<file path="config.mk">
export PLATFORM = sky130hd
export DESIGN_NAME = seq_mult_hs
export DESIGN_NICKNAME = d
export VERILOG_FILES = /design/src/rtl/seq_mult_pkg.sv /design/src/rtl/shift_add_step.sv /design/src/rtl/seq_mult_hs.sv
export SDC_FILE = /design/constraint.sdc
export NUM_CORES = 1
export LEC_CHECK = 0
export BUFFER_PORTS_ARGS = -buffer_cell sky130_fd_sc_hd__buf_4
export CAP_MARGIN = 20
export CORE_ASPECT_RATIO = 0.8
export CORE_MARGIN = 1
export CORE_UTILIZATION = 62
export DETAILED_ROUTE_END_ITERATION = 7
export GPL_TIMING_DRIVEN = 0
export PLACE_DENSITY = 0.93
export RECOVER_POWER = 50
export SLEW_MARGIN = 20
export SYNTH_ARGS = -nofsm -noshare
export SYNTH_HDL_FRONTEND = slang
export SYNTH_SLANG_ARGS = --single-unit
export TNS_END_PERCENT = 5
</file>
<file path="constraint.sdc">
create_clock -name clk -period 3.7 [get_ports clk]
set_input_delay 0.555 -clock clk [delete_from_list [all_inputs] [get_ports clk]]
set_output_delay 0.555 -clock clk [all_outputs]
set_load 0.02 [all_outputs]
</file>
<file path="src/rtl/seq_mult_pkg.sv">
// Shared definitions for the sequential shift-add multiplier: FSM state
// encoding and a ceiling-log2 helper used to size the step counter.
package seq_mult_pkg;

  typedef enum logic [1:0] {
    IDLE = 2'd0,
    CALC = 2'd1,
    DONE = 2'd2
  } state_t;

  function automatic int unsigned clog2(input int unsigned value);
    int unsigned result;
    result = 0;
    for (int unsigned i = 0; i < 32; i++) begin
      if ((64'(1) << i) < 64'(value)) result = i + 1;
    end
    return result;
  endfunction

endpackage

</file>
<file path="src/rtl/shift_add_step.sv">
// One iteration of the right-shifting multiply: add the multiplicand into the
// upper half when the current multiplier bit is set, then shift right by one.
module shift_add_step #(
  parameter int unsigned NUM_BITS = 8
) (
  input  logic [2*NUM_BITS:0]  acc,
  input  logic [NUM_BITS-1:0]  mcand,
  input  logic                 mbit,
  output logic [2*NUM_BITS:0]  acc_next
);

  logic [NUM_BITS:0] hi_sum;

  // The upper half is one bit wider than the operand so the carry is kept.
  always_comb begin
    hi_sum   = acc[2*NUM_BITS:NUM_BITS] + (mbit ? {1'b0, mcand} : '0);
    acc_next = {hi_sum, acc[NUM_BITS-1:0]} >> 1;
  end

endmodule

</file>
<file path="src/rtl/seq_mult_hs.sv">
// Constant-time sequential signed/unsigned multiplier with a start/ready and
// done/ack handshake. Sign is handled as magnitude multiply plus final negate.
module seq_mult_hs
  import seq_mult_pkg::*;
#(
  parameter int unsigned NUM_BITS = 8
) (
  input  logic                  clk,
  input  logic                  rst,
  input  logic                  start,
  output logic                  in_ready,
  input  logic                  signed_mode,
  input  logic [NUM_BITS-1:0]   multiplier,
  input  logic [NUM_BITS-1:0]   multiplicand,
  output logic [2*NUM_BITS-1:0] product,
  output logic                  done,
  input  logic                  ack
);

  localparam int unsigned CW = clog2(NUM_BITS + 1);
  localparam int unsigned PW = 2 * NUM_BITS;

  state_t               state;
  logic [CW-1:0]        count;
  logic [2*NUM_BITS:0]  acc;
  logic [2*NUM_BITS:0]  acc_next;
  logic [NUM_BITS-1:0]  mcand;
  logic [NUM_BITS-1:0]  mplier;
  logic                 sign;

  function automatic logic [NUM_BITS-1:0] magnitude(input logic [NUM_BITS-1:0] value,
                                                    input logic              is_signed);
    return (is_signed && value[NUM_BITS-1]) ? -value : value;
  endfunction

  shift_add_step #(.NUM_BITS(NUM_BITS)) u_step (
    .acc      (acc),
    .mcand    (mcand),
    .mbit     (mplier[0]),
    .acc_next (acc_next)
  );

  // CALC runs NUM_BITS step cycles, then one closing cycle that applies the
  // sign and publishes the product, so done lands NUM_BITS+1 edges after accept.
  always_ff @(posedge clk) begin
    if (!rst) begin
      state    <= IDLE;
      count    <= '0;
      acc      <= '0;
      mcand    <= '0;
      mplier   <= '0;
      sign     <= 1'b0;
      product  <= '0;
      done     <= 1'b0;
      in_ready <= 1'b1;
    end else begin
      case (state)
        IDLE: begin
          if (start) begin
            mplier   <= magnitude(multiplier, signed_mode);
            mcand    <= magnitude(multiplicand, signed_mode);
            sign     <= signed_mode & (multiplier[NUM_BITS-1] ^ multiplicand[NUM_BITS-1]);
            count    <= '0;
            acc      <= '0;
            in_ready <= 1'b0;
            state    <= CALC;
          end
        end
        CALC: begin
          if (count == CW'(NUM_BITS)) begin
            product <= PW'(sign ? -acc : acc);
            done    <= 1'b1;
            state   <= DONE;
          end else begin
            acc    <= acc_next;
            mplier <= mplier >> 1;
            count  <= count + CW'(1);
          end
        end
        DONE: begin
          if (ack) begin
            done     <= 1'b0;
            in_ready <= 1'b1;
            state    <= IDLE;
          end
        end
        default: state <= IDLE;
      endcase
    end
  end

endmodule

</file>
==> results_dict.tcl, run 1 <==
set metrics [dict create \
    maxSlewHeadroom_pct 23.7 \
    finClkSkew_ns 0.00840 \
    rows 22 \
    p_leak_uw 0.00142 \
    cp_cell_sequence "inv_1 > ha_1 > and3b_1 > clkbuf_1 > a211oi_1 > nand4_1 > xor2_1 > nor2_1" \
    crit_slowest_cell "a211oi_1" \
    dieArea_um2 5180 \
    ys_types 46 \
    worst_setup_path_start_kind "flop" \
    cts_resized 0 \
    final.period_utilization_pct 67.2 \
    gp_congestion 0.904 \
    clk_path_buf_depth 2 \
    antenna_found_initial 0 \
    synth_seq_cells 57 \
    rsz0062_at_grt "false" \
    min_period_ns 2.49 \
    netlist_area_um2 3040 \
    drv_cap 0 \
    vias_per_cell 6.23 \
    clock-sinks 57 \
    final_common_cell "dfxtp_1" \
    drt_wl_total_um 7830 \
    syn_inst 365 \
    final_cell_area_um2 3530 \
    grtUsageTotal_pct 32.6 \
    num-nets-final 448 \
    yosys_warnings 0 \
    io_buffers 37 \
    crit_arrival_ns 2.73 \
    path_clk_slew_ns 0.07 \
    cts_root_buffer "clkbuf_8" \
    worstMarginPinSlew_ns 1.14 \
    first_iter_violations 325 \
    synth_ff_type "dfxtp_1" \
    path_class "reg -> reg" \
    drive_above_1_share_pct 10.0 \
    grt_overflow 0 \
    crit_family "compound AO/OA/AOI/OAI gates" \
    placed_cell_area_um2 3390 \
    syn_area_per_cell_um2 8.32 \
    finalHoldViolations 0 \
    wl_per_cell_um 16.4 \
    syn-num-nets 400 \
    endpoint_kind "flop" \
    peakVddDrop_uv 256 \
    initial_utilization_pct 65.3 \
    holdBufCountCts 0 \
    power_density_nw_per_um2 404 \
    slowest_delay_ns 0.96 \
    pin_count 39 \
    cp_max_fo 9 \
    whs_ns 0.459 \
    cts_setup_buffers 0 \
    cts_tree "built" \
    cts_made_buffers 9 \
    die_h_um 64.6 \
    vias 2980 \
    final-max-slew-violation-count 0 \
    n_antenna_cell 0 \
    setup_viol 0 \
    dp_hpwl_um 5450 \
    ctsHtreeMaxLevel 3 \
    grt_pass1_wl_um 12800 \
    grt_max_degree 11 \
    fmax_mhz 402 \
    required_ns 3.94 \
    die_w_um 80.2 \
    min_path_type "reg -> reg" \
    area_growth_pct 16.2 \
    status "complete, no violations" \
    drcViolationCount 0 \
    synth_edf_count 0 \
    setup_tns_ns 0 \
    ant_nets 0 \
    crit_buf_inv 2 \
    clock_latency_ns 0.34 \
    mostFrequentLayoutCells "57 x dfxtp_1, 41 x clkbuf_1, 41 x nor2_1, 30 x nand2_1, 28 x a21oi_1" \
    dr.pass1.iters 6 \
    synthArstFlopShare_pct 0 \
    grt_pass1_vias 2744 \
    fp.coreArea_um2 4650 \
    ys_seq_area_share_pct 37.6 \
    r2r_slack_ns 1.21 \
]
## metal layers
metal  wire length, um  part of all wire (%)  track usage [%]  up-vias
li1                  -                     -                -     1394
met1              3390                    43             43.5     1387
met2              3520                    45             49.9      168
met3               718                   9.2             8.59       31
met4               193                   2.5             12.9        0
met5                 0                     0                0        -
## worst min-delay path, delay by kind of cell (launching register included)
family          cells  cell delay (ns)
flops               1             0.31
compound gates      1             0.06
simple gates        1             0.05
## cells by family (layout without fill, tap and decap cells)
| group | Yosys count | count (layout) | synth area share, % |
|---|---|---|---|
| AO/OA/AOI/OAI | 99 | 99 | 22.3 |
| buffers and inverters | 36 | 89 | 4.45 |
| multiplexers | 3 | 3 | 0.989 |
| flip-flops | 57 | 57 | 37.6 |
| XOR/XNOR | 31 | 31 | 8.94 |
| adder cells (fa/ha/maj) | 14 | 14 | 6.02 |
| AND/OR/NAND/NOR | 125 | 125 | 19.7 |
## flip-flops by register name, summed over array words and instances (netlist names)
signal	cells
mplier	8
acc	16
in_ready	1
mcand	8
product	16
count	4
state	2
sign	1
done	1
## final cells by class
class / count / area [um^2]
multi-input cells: 272 / 1750
flip-flops and latches: 57 / 1140
fillers: 342 / 1130
repair buffers: 37 / 210
clock buffers: 10 / 128
clock inverters: 6 / 82.6
plain buffers: 22 / 82.6
well taps: 60 / 75.1
inverters: 14 / 52.6
## metrics by stage
stage / util, % / instances / setup slack [ns] / total power [uW]
finish: 75.8 / 478 / 1.21 / 1420
global route: 75.8 / 478 / 1.00 / 1470
CTS: 77.4 / 478 / 1.29 / 1430
detailed placement: 72.8 / 462 / 1.32 / 811
global placement: 72.8 / 462 / 1.40 / 805
floorplan: - / 365 / 1.73 / 755
## power breakdown
group / switching (uW) / internal [uW]
sequential: 15.0 / 634
clock: 246 / 375
combinational: 95.6 / 57.9
## Yosys cell counts (all sizes together) (7+ instances only)
| cell type | number | area share (%) |
|---|---|---|
| o21ai | 18 | 3.0 |
| o31ai | 7 | 1.9 |
| inv | 14 | 1.7 |
| and2 | 8 | 1.6 |
| a22oi | 7 | 1.7 |
| nand3 | 19 | 3.1 |
| xnor2 | 7 | 2.0 |
| xor2 | 24 | 6.9 |
| clkbuf | 22 | 2.7 |
| nor2 | 41 | 5.1 |
| ha | 13 | 5.4 |
| a211oi | 17 | 4.4 |
| nand2 | 30 | 3.7 |
| dfxtp | 57 | 38 |
| a21oi | 28 | 4.6 |
## final timing paths
check | start | end | cells past startpoint
setup reg to reg | count[0] | count[3] | 8
hold reg to reg | mcand[0] | mcand[0] | 2
hold / removal | mcand[0] | mcand[0] | 2
setup / recovery | count[0] | count[3] | 8
Power figures use the tool's default switching activity.
==> run 2: changes to the inputs <==
- ABC_AREA: not set -> 1
- CORE_UTILIZATION: 62 -> 53
- PLACE_DENSITY: 0.93 -> 0.85
- clock period: 3.7 -> 2 ns (I/O delays scaled with it)
==> results_dict.tcl, run 2 <==
set metrics [dict create \
    status "complete, no violations" \
    worstMarginPinSlew_ns 0.558 \
    dieArea_um2 6480 \
    holdBufCountCts 0 \
    io_buffers 38 \
    mostFrequentLayoutCells "139 x nand2_1, 58 x inv_1, 58 x nor2_1, 56 x dfxtp_1, 43 x a21oi_1" \
    power.share.combinational_pct 11.2 \
    synth_ff_type "dfxtp_1" \
    syn-num-nets 527 \
    cp_cell_sequence "nand2_1 > inv_1 > ha_1 > fa_1 > nand3_1 > nand2_1 > or2_2 > nand3_1 > a21oi_1" \
    syn_area_per_cell_um2 6.64 \
    gp_congestion 0.899 \
    rsz0062_at_grt "false" \
    path_depth 9 \
    p_int_uw 1850 \
    synth.top_cell.area_share_pct 34.9 \
    grtUsageTotal_pct 24.6 \
    drt_wl_total_um 7510 \
    cts_setup_buffers 0 \
    required_ns 2.20 \
    rows 25 \
    cp_max_fo 9 \
    syn_inst 492 \
    grt_max_degree 12 \
    initial_utilization_pct 55.2 \
    finalHoldViolations 0 \
    yosysMostFrequentCell "nand2_1" \
    final_util_pct 63.2 \
    final-max-slew-violation-count 0 \
    final.period_utilization_pct 93.0 \
    finClkSkew_ns 0.00941 \
    synth_seq_cells 57 \
    p_leak_uw 0.00182 \
    setup_tns_ns 0 \
    grt_pass1_wl_um 12900 \
    vias_per_cell 5.26 \
    dp_hpwl_um 5760 \
    pin_count 39 \
    num-nets-final 575 \
    drv_cap 0 \
    drive_above_1_share_pct 10.1 \
    switching_share_pct 26.9 \
    path_class "reg -> reg" \
    clk_path_buf_depth 2 \
    vias 3293 \
    cts_resized 0 \
    cts_root_buffer "clkbuf_8" \
    final_cell_area_um2 3730 \
    pre_cts_slack_ns -0.0186 \
    path_clk_slew_ns 0.06 \
    die_h_um 72.2 \
    peakVddDrop_uv 342 \
    ys_types 34 \
    synth_edf_count 0 \
    n_antenna_cell 0 \
    cts_made_buffers 9 \
    endpoint_kind "flop" \
    fp.coreArea_um2 5910 \
    synth_common_cells "139 x nand2_1, 57 x dfxtp_1, 56 x inv_1, 56 x nor2_1, 43 x a21oi_1" \
    netlist_area_um2 3270 \
    top_regs "acc (16), product (16)" \
    clock-sinks 57 \
    ys_seq_area_share_pct 34.9 \
    antenna_found_initial 0 \
    final_common_cell "nand2_1" \
    dr.pass1.iters 7 \
    reg2regPathDepth 9 \
    worst_setup_path_start_kind "flop" \
    wl_per_cell_um 12.0 \
    slowest_delay_ns 0.41 \
    first_iter_violations 225 \
    synthArstFlopShare_pct 0 \
    setup_viol 0 \
    yosysTopAreaCell "dfxtp_1" \
    power_frac_seq_pct 47.5 \
    pwr-share-clk_pct 41.3 \
    clock_latency_ns 0.34 \
    crit_slowest_cell "fa_1" \
    cts_tree "built" \
    crit_buf_inv 1 \
    power_density_nw_per_um2 678 \
    maxSlewHeadroom_pct 62.8 \
    min_path_type "in -> reg" \
    die_w_um 89.8 \
    yosys_warnings 0 \
    crit_family "simple AND/OR/NAND/NOR gates" \
    area_growth_pct 14.4 \
    grt_pass1_vias 2963 \
    fmax_mhz 537 \
    fin_ws_ns 0.139 \
    hold_depth 3 \
    placed_cell_area_um2 3650 \
    switchingPower_uw 680 \
    drcViolationCount 0 \
    ctsHtreeMaxLevel 3 \
    grt_overflow 0 \
    ant_nets 0 \
    crit_arrival_ns 2.06 \
    synth_area_leaders "dfxtp_1 35%, nand2_1 16%, a21oi_1 6.6%, inv_1 6.4%, nor2_1 6.4%" \
    min_period_ns 1.86 \
]
## run 2: cell types whose count changed in the layout (fill, tap and decap cells not counted), sizes merged, moves of 16 or more
cell / previous run / this run
a211oi: 17 / 1
inv: 14 / 64
nand2: 30 / 142
nand3: 19 / 36
nor2: 41 / 59
o21ai: 18 / 37
xor2: 24 / 8
## run 2: worst paths after layout
kind              startpoint        to  slack (ns)
max reg2reg        mplier[0]   acc[11]        0.14
min          multiplicand[7]  mcand[7]        0.20
min reg2reg             done      done        0.46
max                mplier[0]   acc[11]        0.14
## run 2: logic make-up (layout without fill, tap and decap cells)
group	after synthesis	after routing	synth area share, %
AOI/OAI and AO/OA	89	89	14.6
xor gates and xnor gates	9	9	2.41
buffers and inverters	76	129	10.3
adders and majority gates	14	14	5.59
DFF	57	57	34.9
and+or+nand+nor	247	247	32.2
## run 2: power by group through the flow
stage               sequential (uW)  clock, uW  combinational [uW]
global placement               1220          0                 290
floorplan                      1220          0                 204
CTS                            1200       1070                 294
finish                         1200       1050                 285
global route                   1210       1110                 322
detailed placement             1220          0                 299
## run 2: per-stage QoR
step           hold slack (ns)  power (uW)  instances
6_report                 0.204        2530        626
5_1_grt                  0.215        2640        626
4_1_cts                  0.198        2560        626
3_5_place_dp             0.447        1520        611
3_3_place_gp             0.442        1510        611
2_1_floorplan            0.426        1420        492
## run 2: cell type report
type | count | area, um^2
buffer | 12 | 70.1
fill | 544 | 2180
inverter | 63 | 241
clock buffer | 9 | 124
clock inverter | 7 | 70.1
multi-input combinational | 359 | 1770
timing repair buffer | 38 | 218
tap | 81 | 101
sequential | 57 | 1140
## run 2: layer usage
metal	up-vias	share of wire (%)	GRT usage [%]
met5	-	0	0
met4	0	1.2	8.93
met3	12	6.6	4.72
met2	105	45	41.5
met1	1506	47	31.9
li1	1670	-	-
## run 2: worst min-delay path, cell delays in order
cell and delay, ns:
buf_4 0.09, nand3_1 0.06, nand2_1 0.05
==> run 3: changes to the inputs <==
- CELL_PAD_IN_SITES_DETAIL_PLACEMENT: not set -> 1
- CELL_PAD_IN_SITES_GLOBAL_PLACEMENT: not set -> 2
- CORE_UTILIZATION: 53 -> 29
- PLACE_DENSITY: 0.85 -> 0.84
==> results_dict.tcl, run 3 (synthesis gave the netlist of run 2 again) <==
set metrics [dict create \
    grt_pass1_vias 3364 \
    io_buffers 38 \
    p_leak_uw 0.00187 \
    cts_made_buffers 9 \
    fin_total_pwr_uw 3010 \
    power_frac_seq_pct 40.1 \
    pin_count 39 \
    rsz0062_at_grt "false" \
    die_w_um 121 \
    placed_cell_area_um2 3730 \
    dr.pass1.iters 4 \
    grt_max_degree 12 \
    fmax_mhz 564 \
    clock-sinks 57 \
    vias 3217 \
    area_growth_pct 20.1 \
    fp.coreArea_um2 10900 \
    cts_tree "built" \
    vias_per_cell 4.67 \
    min_period_ns 1.77 \
    maxSlewHeadroom_pct 64.0 \
    antenna_found_initial 0 \
    finClkSkew_ns 0.00938 \
    die_h_um 96.9 \
    r2r_slack_ns 0.23 \
    placed_cells 674 \
    p_int_uw 2250 \
    power_density_nw_per_um2 768 \
    clk_path_buf_depth 2 \
    status "complete, no violations" \
    hold-path-endpoint "mcand[7]" \
    num-nets-final 575 \
    r2r_end "acc[11]" \
    cts_root_buffer "clkbuf_16" \
    final_cell_area_um2 3920 \
    pwr-share-clk_pct 50.3 \
    crit_arrival_ns 1.96 \
    rows 34 \
    grtUsageTotal_pct 16.9 \
    worst_setup_path_start_kind "flop" \
    min_path_type "in -> reg" \
    hold_depth 3 \
    grt_pass1_wl_um 15900 \
    drcViolationCount 0 \
    path_clk_slew_ns 0.06 \
    ctsHtreeMaxLevel 3 \
    path_class "reg -> reg" \
    cp_max_fo 9 \
    drive_above_1_share_pct 10.5 \
    top_regs "acc (16), product (16)" \
    final_common_cell "nand2_1" \
    drt_wl_total_um 8880 \
    clock_latency_ns 0.33 \
    gp_congestion 0.786 \
    cts_setup_buffers 0 \
    power.share.combinational_pct 9.6 \
    initial_utilization_pct 29.9 \
    final-max-slew-violation-count 0 \
    peakVddDrop_uv 434 \
    ant_nets 0 \
    wl_per_cell_um 12.9 \
    worstHoldStart "multiplicand[7]" \
    setup_viol 0 \
    required_ns 2.19 \
    switchingPower_uw 765 \
    dieArea_um2 11700 \
    cts_resized 0 \
    n_antenna_cell 0 \
    reg2reg_from "mplier[0]" \
    grt_overflow 0 \
    switching_share_pct 25.4 \
    first_iter_violations 122 \
    mostFrequentLayoutCells "141 x nand2_1, 58 x inv_1, 58 x nor2_1, 56 x dfxtp_1, 43 x a21oi_1" \
    reg2regPathDepth 9 \
    final_cells 689 \
    worstMarginPinSlew_ns 0.538 \
    drv_cap 0 \
    holdBufCountCts 0 \
    final.period_utilization_pct 88.7 \
    finalHoldViolations 0 \
    endpoint_kind "flop" \
    dp_hpwl_um 7010 \
]
[run 3: cell types whose count changed in the layout (fill, tap and decap cells not counted), moves of 2 or more]
cell | before | now
nand2_4 | 2 | 0
buf_6 | 3 | 5
clkbuf_16 | 0 | 9
clkinv_4 | 1 | 3
nand2_1 | 139 | 141
clkbuf_8 | 9 | 0
clkbuf_1 | 25 | 22
[run 3: per-layer routing]
| metal | part of all wire [%] | track usage, % | vias to the layer above |
|---|---|---|---|
| met4 | 0.46 | 2.37 | 0 |
| met3 | 2.7 | 4.25 | 6 |
| met5 | 0 | 0 | - |
| met1 | 51 | 22.8 | 1509 |
| met2 | 46 | 27.7 | 27 |
| li1 | - | - | 1675 |
[run 3: cell type report]
type	count	area, um^2
clock inverter	7	71.3
clock buffer	9	225
inverter	63	241
sequential	57	1140
fill	1440	7010
timing repair buffer	38	218
tap	144	180
multi-input combinational	359	1760
buffer	12	88.8
[run 3: how the worst max path moves through the flow]
stage | from | endpoint | cells after the start
6_report | mplier[0] | acc[11] | 9
5_1_grt | mplier[0] | acc[15] | 10
4_1_cts | mplier[0] | acc[11] | 9
3_5_place_dp | mplier[0] | acc[11] | 10
3_3_place_gp | mplier[0] | acc[11] | 10
2_1_floorplan | mplier[0] | acc[11] | 10
[run 3: stage by stage]
stage          setup TNS (ns)  setup WS, ns  utilization, %  hold WS [ns]
5_1_grt                     0        0.0509            35.9         0.259
3_3_place_gp                0       0.00578            34.1         0.441
2_1_floorplan               0         0.212               -         0.426
4_1_cts                     0        0.0801            36.8         0.250
6_report                    0         0.227            35.9         0.248
3_5_place_dp          -0.0287       -0.0172            34.1         0.452
[run 3: power by group through the flow]
stage | Clock [uW] | Combinational, uW | Sequential [uW]
global route | 1600 | 335 | 1210
CTS | 1550 | 306 | 1210
global placement | 0 | 302 | 1220
finish | 1510 | 290 | 1210
floorplan | 0 | 204 | 1220
detailed placement | 0 | 312 | 1220
[run 3: worst max-delay path, cell delays in order (launching register included)]
cell     delay (ns)
dfxtp_2        0.38
nand2_1        0.08
inv_1          0.04
ha_1           0.20
fa_2           0.36
nand3_1        0.08
nand2_1        0.09
or2_2          0.28
nand3_1        0.07
a21oi_1        0.06
